`src/rtl/proj_hit_scanner_pkg.sv`:
```
// Shared game constants, slot encoding and scanner state type for the projectile hit scanner.
// Overlap sums use CMP_W bits so that the sums cannot wrap at the right or bottom screen edge.
package proj_hit_scanner_pkg;

  localparam int SCREEN_W = 640;
  localparam int SCREEN_H = 480;
  localparam int X_W      = 10;
  localparam int Y_W      = 9;
  localparam int CMP_W    = 11;

  typedef logic [1:0] slot_t;
  localparam slot_t SLOT_NONE  = 2'd0;
  localparam slot_t SLOT_FIRST = 2'd1;
  localparam slot_t SLOT_LAST  = 2'd3;

  typedef enum logic [2:0] {
    ST_IDLE,
    ST_FETCH,
    ST_CMP,
    ST_HIT,
    ST_NEXT_SLOT,
    ST_DONE
  } scan_state_t;

  typedef struct packed {
    logic [X_W-1:0] x;
    logic [Y_W-1:0] y;
  } pos_t;

endpackage

```
`src/rtl/proj_hit_scanner_rect_overlap.sv`:
```
// Combinational axis-aligned rectangle overlap test (a = small object, b = large object); zero latency, no flow control.
// Both origins are zero-extended to CMP_W bits before the size is added.
module rect_overlap
  import proj_hit_scanner_pkg::*;
#(
  parameter int XW    = X_W,
  parameter int YW    = Y_W,
  parameter int CW    = CMP_W,
  parameter int A_W   = 2,
  parameter int A_H   = 8,
  parameter int B_W   = 20,
  parameter int B_H   = 16
) (
  input  logic [XW-1:0] a_x,
  input  logic [YW-1:0] a_y,
  input  logic [XW-1:0] b_x,
  input  logic [YW-1:0] b_y,
  output logic          overlap
);

  logic [CW-1:0] ax, ay, bx, by;

  always_comb begin
    ax = CW'(a_x);
    ay = CW'(a_y);
    bx = CW'(b_x);
    by = CW'(b_y);
    overlap = (ax < bx + CW'(B_W)) &&
              (bx < ax + CW'(A_W)) &&
              (ay < by + CW'(B_H)) &&
              (by < ay + CW'(A_H));
  end

endmodule

```
`src/rtl/proj_hit_scanner.sv`:
```
// Scans three projectile slots against the enemy table, 2 cycles per pair, 1 cycle per slot change; start is ignored while busy.
// Optional SCAN_OVERRUN_CNT_EN builds a saturating count of start requests rejected while busy.
module proj_hit_scanner
  import proj_hit_scanner_pkg::*;
#(
  parameter  int NUM_ENEMIES = 16,
  parameter  int PROJ_W      = 2,
  parameter  int PROJ_H      = 8,
  parameter  int ENEMY_W     = 20,
  parameter  int ENEMY_H     = 16,
  localparam int IDXW        = $clog2(NUM_ENEMIES)
) (
  input  logic            clk,
  input  logic            rst,
  input  logic            start,
  input  logic [2:0]      proj_active,
  input  logic [X_W-1:0]  proj1X,
  input  logic [X_W-1:0]  proj2X,
  input  logic [X_W-1:0]  proj3X,
  input  logic [Y_W-1:0]  proj1Y,
  input  logic [Y_W-1:0]  proj2Y,
  input  logic [Y_W-1:0]  proj3Y,
  output logic [IDXW-1:0] enemy_idx,
  input  logic [X_W-1:0]  enemyX,
  input  logic [Y_W-1:0]  enemyY,
  input  logic            enemy_alive,
  output logic            busy,
  output logic            done,
  output logic            projHit,
  output logic [1:0]      collidedProj,
  output logic            kill_en,
  output logic [IDXW-1:0] kill_idx,
  output logic [7:0]      overrun_cnt
);

  scan_state_t     state_q, state_d;
  slot_t           slot_q, slot_d;
  logic [IDXW-1:0] idx_q, idx_d;
  logic [2:0]      act_q, act_d;
  pos_t [2:0]      pos_q, pos_d;

  pos_t            cur_pos;
  logic            overlap;
  logic            idx_last;

  always_comb begin
    cur_pos = pos_q[0];
    case (slot_q)
      2'd2:    cur_pos = pos_q[1];
      2'd3:    cur_pos = pos_q[2];
      default: cur_pos = pos_q[0];
    endcase
  end

  rect_overlap #(
    .XW  (X_W),
    .YW  (Y_W),
    .CW  (CMP_W),
    .A_W (PROJ_W),
    .A_H (PROJ_H),
    .B_W (ENEMY_W),
    .B_H (ENEMY_H)
  ) u_overlap (
    .a_x     (cur_pos.x),
    .a_y     (cur_pos.y),
    .b_x     (enemyX),
    .b_y     (enemyY),
    .overlap (overlap)
  );

  assign idx_last = (idx_q == IDXW'(NUM_ENEMIES - 1));

  always_ff @(posedge clk) begin
    if (rst) begin
      state_q <= ST_IDLE;
      slot_q  <= SLOT_NONE;
      idx_q   <= '0;
      act_q   <= '0;
      pos_q   <= '0;
    end else begin
      state_q <= state_d;
      slot_q  <= slot_d;
      idx_q   <= idx_d;
      act_q   <= act_d;
      pos_q   <= pos_d;
    end
  end

  always_comb begin
    state_d = state_q;
    slot_d  = slot_q;
    idx_d   = idx_q;
    act_d   = act_q;
    pos_d   = pos_q;
    case (state_q)
      ST_IDLE: begin
        if (start) begin
          act_d      = proj_active;
          pos_d[0].x = proj1X;
          pos_d[0].y = proj1Y;
          pos_d[1].x = proj2X;
          pos_d[1].y = proj2Y;
          pos_d[2].x = proj3X;
          pos_d[2].y = proj3Y;
          slot_d     = SLOT_FIRST;
          idx_d      = '0;
          state_d    = proj_active[0] ? ST_FETCH : ST_NEXT_SLOT;
        end
      end
      ST_FETCH: state_d = ST_CMP;
      ST_CMP: begin
        if (overlap && enemy_alive) begin
          state_d = ST_HIT;
        end else if (idx_last) begin
          state_d = ST_NEXT_SLOT;
        end else begin
          idx_d   = idx_q + 1'b1;
          state_d = ST_FETCH;
        end
      end
      ST_HIT: state_d = ST_NEXT_SLOT;
      ST_NEXT_SLOT: begin
        if (slot_q == SLOT_LAST) begin
          state_d = ST_DONE;
        end else begin
          // act_q bit slot_q is the mask bit of the following slot
          slot_d  = slot_q + 2'd1;
          idx_d   = '0;
          state_d = act_q[slot_q] ? ST_FETCH : ST_NEXT_SLOT;
        end
      end
      ST_DONE: state_d = ST_IDLE;
      default: state_d = ST_IDLE;
    endcase
  end

  // Pulses are masked by rst so an abort never leaks a hit or done
  always_comb begin
    busy         = (state_q != ST_IDLE);
    done         = (state_q == ST_DONE) && !rst;
    projHit      = (state_q == ST_HIT) && !rst;
    kill_en      = projHit;
    collidedProj = projHit ? slot_q : SLOT_NONE;
    kill_idx     = projHit ? idx_q : '0;
    enemy_idx    = idx_q;
  end

`ifdef SCAN_OVERRUN_CNT_EN
  logic [7:0] ovr_q, ovr_d;

  always_comb begin
    ovr_d = ovr_q;
    if (start && (state_q != ST_IDLE) && (ovr_q != 8'hFF)) begin
      ovr_d = ovr_q + 8'd1;
    end
  end

  always_ff @(posedge clk) begin
    if (rst) begin
      ovr_q <= '0;
    end else begin
      ovr_q <= ovr_d;
    end
  end

  assign overrun_cnt = ovr_q;
`else
  assign overrun_cnt = 8'd0;
`endif

endmodule

```
`config.mk`:
```
export PLATFORM = sky130hd
export DESIGN_NAME = proj_hit_scanner
export DESIGN_NICKNAME = d
export VERILOG_FILES = /design/src/rtl/proj_hit_scanner_pkg.sv /design/src/rtl/proj_hit_scanner_rect_overlap.sv /design/src/rtl/proj_hit_scanner.sv
export SDC_FILE = /design/constraint.sdc
export NUM_CORES = 1
export LEC_CHECK = 0
export CELL_PAD_IN_SITES_DETAIL_PLACEMENT = 0
export CELL_PAD_IN_SITES_GLOBAL_PLACEMENT = 1
export CORE_MARGIN = 2
export CORE_UTILIZATION = 30
export CTS_CLUSTER_SIZE = 16
export DETAILED_ROUTE_END_ITERATION = 8
export GPL_TIMING_DRIVEN = 0
export PLACE_DENSITY_LB_ADDON = 0.1
export SLEW_MARGIN = 20
export SYNTH_ARGS = -nofsm -noshare
export SYNTH_HDL_FRONTEND = slang
export SYNTH_SLANG_ARGS = --single-unit
```
`constraint.sdc`:
```
create_clock -name clk -period 4.2 [get_ports clk]
set_clock_uncertainty 0.15 [all_clocks]
set_input_delay 0.84 -clock clk [delete_from_list [all_inputs] [get_ports clk]]
set_output_delay 0.84 -clock clk [all_outputs]
set_load 0.01 [all_outputs]
```
* Yosys cells after proc, flatten, opt, wreduce, memory -nomap -nowiden *
Cells that the tools add are included.

storage, ports and cells
  input bits = 83
  register bits after elaboration = 69
  output and inout port bits = 22

cells by class
  add/sub/neg operators = 6
  multiplexer cells = 20
  equality and inequality tests = 12
  reductions and logical operators = 14
  order comparisons = 5

operator list
  operator                                              number
  one-hot mux 19 bit (2 select lines)                   1
  < comparator 10 x 11 -> 1 bit                         2
  < comparator 9 x 11 -> 1 bit                          2
  two-way mux 4 bit                                     5
  two-way mux 3 bit                                     6
  one-hot mux 3 bit (5 select lines)                    1
  one-hot mux 4 bit (3 select lines)                    1
  adder 10 x 2 -> 11 bit (second input constant)        1
  adder 10 x 5 -> 11 bit (second input constant)        1
  adder 9 x 4 -> 10 bit (second input constant)         1
  adder 9 x 5 -> 10 bit (second input constant)         1
  != test 2 bit (second input constant)                 4
  equality test 3 x 2 -> 1 bit (second input constant)  2
  equality test 3 bit (second input constant)           2
  logical AND 1 bit                                     6
  two-way mux 2 bit                                     3
  nonzero test 3 bit                                    2
  AND reduction 5 bit                                   1
  adder 4 x 1 -> 4 bit (second input constant)          1
  equality test 2 bit (second input constant)           2
  equality test 4 bit (second input constant)           1
  one-hot mux 2 bit (2 select lines)                    1
  equality test 3 x 1 -> 1 bit (second input constant)  1
  logical NOT 3 bit                                     1
  8 further kinds                                       8

* Depth between registers and ports, before layout *
  depth in word-level cells = 10
  gate-level depth with buffers = 16
  gate-level depth less buffers = 15

* By module *
A second synthesis with hierarchy kept.

unflattened totals
  cells, all modules = 567
  area total of the unflattened synthesis = 4200.3 um^2

by module, submodules not included
  module            area an instance (um^2)  times used  cells each
  proj_hit_scanner  3037.9                   1           414
  rect_overlap      1162.4                   1           153

* Worst setup path after synthesis *
Ideal clock, no wire load.

  path kind = reg2reg
  start point = register slot_q[0]
  end point = register idx_q[2] (netlist: enemy_idx[2])
  path slack = 0.679 ns
  library setup time = 0.122 ns
  path buffers = 0
  stages on the path, launching flop included = 16
  data required time = 3.928 ns
  arrival = 3.249 ns
  path through = dfxtp_1 > inv_1 > ha_1 > nor2_4 > a21o_1 > and3_1 > nand3_1 > nor3b_1 > xnor2_1 > ha_1 > a21o_1 > a2111oi_0 > o21ai_0 > o311ai_2 > a2111oi_1 > a311o_1

on the way
  word-level cells in the longest chain between the ends = 10
  elaborated cells on any way between the ends = 16
  those cells by class = 2 x add/sub; 4 x order compare; 4 x eq/ne; 1 x mux; 5 x reduce/logical

ends and longest elaborated chain
  element                                        RTL line                                         source
  from (decl)                                    proj_hit_scanner.sv:37                           slot_t slot_q, slot_d;
  from (signal assigned)                         proj_hit_scanner.sv:82                           slot_q <= slot_d;
  equality test 2 bit, on equally long branches  proj_hit_scanner.sv:48, proj_hit_scanner.sv:123
  one-hot mux 19 bit (2 select lines)            proj_hit_scanner.sv:48                           case (slot_q)
  adder 10 x 2 -> 11 bit                         proj_hit_scanner_rect_overlap.sv:29              (bx < ax + CW'(A_W)) &&
  < comparator 10 x 11 -> 1 bit                  proj_hit_scanner_rect_overlap.sv:29
  logical AND 1 bit                              proj_hit_scanner_rect_overlap.sv:28              overlap = (ax < bx + CW'(B_W)) &&
  logical AND 1 bit                              proj_hit_scanner_rect_overlap.sv:29
  logical AND 1 bit                              proj_hit_scanner_rect_overlap.sv:30              (ay < by + CW'(B_H)) &&
  logical AND 1 bit                              proj_hit_scanner.sv:112                          if (overlap && enemy_alive) begin
  != test 2 bit (no line)                        --
  AND reduction 5 bit (no line) (*)              --
  to (signal assigned)                           proj_hit_scanner.sv:83                           idx_q <= idx_d;
  to (decl)                                      proj_hit_scanner.sv:38                           logic [IDXW-1:0] idx_q, idx_d;

Mark *: on every way between the ends. The rest lies on a longest branch, timed or not.
A chain may end at the register's enable or synchronous reset.

* Final worst setup path *
Same ends and word-level chain as after synthesis.

==> flow_metrics.py <==
metrics = {
    "power_and_ir_drop": {
        "power_density_nw_per_um2": 338,
        "intPower_mw": 1.38,
        "power_leakage_nw": 2.36,
        "power.switching_mw": 0.597,
        "p_comb_share_pct": 26.5,
        "max-vdd-ir-drop_uv": 176,
        "power.share.clock_pct": 35.6,
        "sequentialPowerShare_pct": 37.9,
        "sw_frac_of_total_pct": 30.2,
    },
    "clocking": {
        "hold_buffers": 0,
        "htreeDepth": 3,
        "cts-buffers-inserted": 9,
        "cts_tree": "built",
        "cts.sinks": 69,
        "clk_pin_slew_ns": 0.06,
        "insertion_delay_ns": 0.33,
        "root_buffer": "clkbuf_16",
        "cts_buffer_depth": 2,
    },
    "critical_path": {
        "worst-path-buf-inv": 2,
        "cp_max_fo": 10,
        "endpoint_kind": "flop",
        "arrival_ns": 4.02,
        "r2r_slack_ns": 0.25,
        "worstPathRequired_ns": 4.27,
        "cpLargestDelayFamily": "compound AO/OA/AOI/OAI gates",
        "crit_path_top_delay_cell": "a2111oi_1",
        "crit_chain": "inv_1, ha_2, buf_6, a22o_1, a21o_1, and3_1, nand3_1, nor3b_1, xnor2_1, ha_1, a21o_1, a2111oi_1, o21ai_0, o311ai_2, a2111oi_1, a311o_1",
        "crit_path_max_incr_delay_ns": 0.38,
        "start_kind": "flop",
        "critical_path_class": "flop to flop",
    },
    "sta": {
        "final_max_slew_viol_count": 0,
        "setup_tns_ns": 0,
        "hold_viol": 0,
        "setup_violations": 0,
        "worst_slew_pin_slew_ns": 0.669,
        "min_period_ns": 3.95,
        "max_freq_mhz": 253,
        "slew_headroom_pct": 55.0,
        "finalCritPeriodShare_pct": 93.9,
        "rsz0062_at_grt": "no",
    },
    "detailed_routing": {
        "vias": 4137,
        "drc_errors": 0,
        "ant_nets": 0,
        "drt_iter0_drc": 171,
        "vias_per_cell": 4.82,
        "wirelength_mm": 12.7,
        "wl_per_cell_microns": 14.8,
        "first_pass_iters": 4,
    },
    "synth": {
        "yosys-top-cells-area": "dfxtp_1 (32%), nand2_1 (13%), ha_1 (12%)",
        "syn_avg_cell_area_sq_um": 7.74,
        "ys_seq_area_share_pct": 32.1,
        "ys_seq_elements": 69,
        "netlist.area_leader.share_pct": 32.1,
        "netlist_instances": 556,
        "yosysMostFrequentCell": "nand2_1",
        "yosys.area.top_type": "dfxtp_1",
        "synthFlopType": "dfxtp_1",
        "yosysWarnings": 0,
        "async_reset_ff_share_pct": 0,
        "ys_types": 57,
        "synth_common_cells": "nand2_1 (144), a21oi_1 (70), dfxtp_1 (69)",
        "synth_edf_count": 0,
        "synth_area_sq_um": 4300,
    },
    "finish": {
        "n_antenna_cell": 0,
        "final_nets": 798,
        "fillerInstances": 1455,
        "fin_util_pct": 42.0,
        "stdcell_count": 859,
        "layout-drive-gt1-share_pct": 7.36,
        "area_growth_pct": 35.9,
    },
    "global_route": {
        "grt_use_total_pct": 17.2,
        "grt_start_max_net_pins": 12,
        "grt_pass1_vias": 3957,
        "grt_overflow": 0,
        "grt_pass1_wl_mm": 20.0,
        "antenna_found_initial": 0,
    },
    "placed_design": {
        "place.detailed.hpwl_mm": 10.1,
        "io_buffers": 95,
        "place_congestion": 0.816,
        "placedCellCount": 838,
    },
    "flow_run": {
        "cap_viol_max_count": 0,
    },
    "die": {
        "die_h_microns": 124,
        "core-area_sq_um": 13900,
        "rows": 43,
        "die-area_sq_um": 15300,
        "start_util_pct": 30.9,
        "die_w_microns": 124,
        "pin_count": 105,
    },
    "worst_hold_path": {
        "worstHoldPathType": "flop to flop",
    },
    "run_status": {
        "status": "finished, final reports clean",
    },
}
[layout make-up]
cell class,count,area (sq um),share of cell area (%)
multi-input cells,435,2690,45.9
flip-flops and latches,69,1380,23.7
repair buffers,100,988,16.9
clock buffers,12,256,4.39
well taps,180,225,3.85
plain buffers,39,211,3.61
inverters,20,75.1,1.28
clock inverters,4,22.5,0.385
[power groups by stage]
stage	clock, mW	sequential [mW]	combinational [mW]
floorplan	0	0.752	0.328
global placement	0	0.759	0.512
detailed placement	0	0.761	0.520
CTS	0.715	0.747	0.522
global route	0.744	0.757	0.594
finish	0.702	0.749	0.524
[stage by stage]
step	hold slack [ns]	power, mW	area (sq um)	worst slack (ns)
floorplan	0.281	1.08	4330	0.679
global placement	0.292	1.27	5510	0.0905
detailed placement	0.294	1.28	5510	0.131
CTS	0.302	1.98	5790	0.112
global route	0.324	2.09	5850	0.00513
finish	0.299	1.97	5850	0.254
[path summary, 6_finish.rpt]
kind                            cells past startpoint                        end                   start
worst max-delay path                               16  enemy_idx[2]$_SDFFE_PP0P_  slot_q[0]$_SDFFE_PP0P_
worst min-delay path                                2      pos_q[9]$_SDFFE_PP0P_   pos_q[9]$_SDFFE_PP0P_
worst min register to register                      2      pos_q[9]$_SDFFE_PP0P_   pos_q[9]$_SDFFE_PP0P_
worst max register to register                     16  enemy_idx[2]$_SDFFE_PP0P_  slot_q[0]$_SDFFE_PP0P_
[per-layer routing]
layer  up-vias  GRT usage, %  part of all wire, %  wire length (microns)
li1       2160             -                    -                      -
met5         -             0                    0                      0
met3        10          2.29                  3.5                    446
met2        81          27.2                   45                   5680
met1      1886          24.0                   50                   6420
met4         0          5.89                  1.4                    183
[state kept, by name, summed over array words and instances (netlist names)]
signal and flops:
state_q 3, enemy_idx 4, slot_q 2, pos_q 57, act_q 3
[layout by cell type (no fill, tap or decap), types with 3 or more instances in the layout]
cell type	instances
a2111oi_1	3
o22ai_1	5
and3_1	3
o21ai_0	11
xor2_1	8
nor4_1	3
ha_1	39
conb_1	8
buf_4	16
and2_1	4
a311o_1	3
buf_6	3
nor3_1	9
nand2_1	144
nand2b_1	4
clkinv_2	3
clkdlybuf4s50_1	95
dfxtp_1	67
a22o_1	14
a21o_1	11
xnor2_1	11
clkbuf_1	25
nor2b_1	4
nor2_1	16
nand3_1	12
a21oi_1	70
o21a_1	5
inv_1	20
a211oi_1	6
clkbuf_16	9
a22oi_1	6
[timing repair]
action / in CTS / in global routing
setup buffers: 0 / 5
endpoints found under the setup margin: 0 / 7
gates resized for setup: 0 / 7
[tightest hold or removal path, stage by stage (launching register included)]
cell and delay (ns):
dfxtp_1 0.30, nand2_1 0.05, a21oi_1 0.05
[kinds of logic after synthesis]
| logic type | synth area share (%) |
|---|---|
| buffers and inverters | 6.66 |
| muxes | 0.233 |
| adders and majority gates | 11.9 |
| DFF | 32.1 |
| xor gates and xnor gates | 3.87 |
| other | 0.0871 |
| and+or+nand+nor | 21.5 |
| AOI/OAI and AO/OA | 23.7 |
Power figures use the tool's default switching activity.
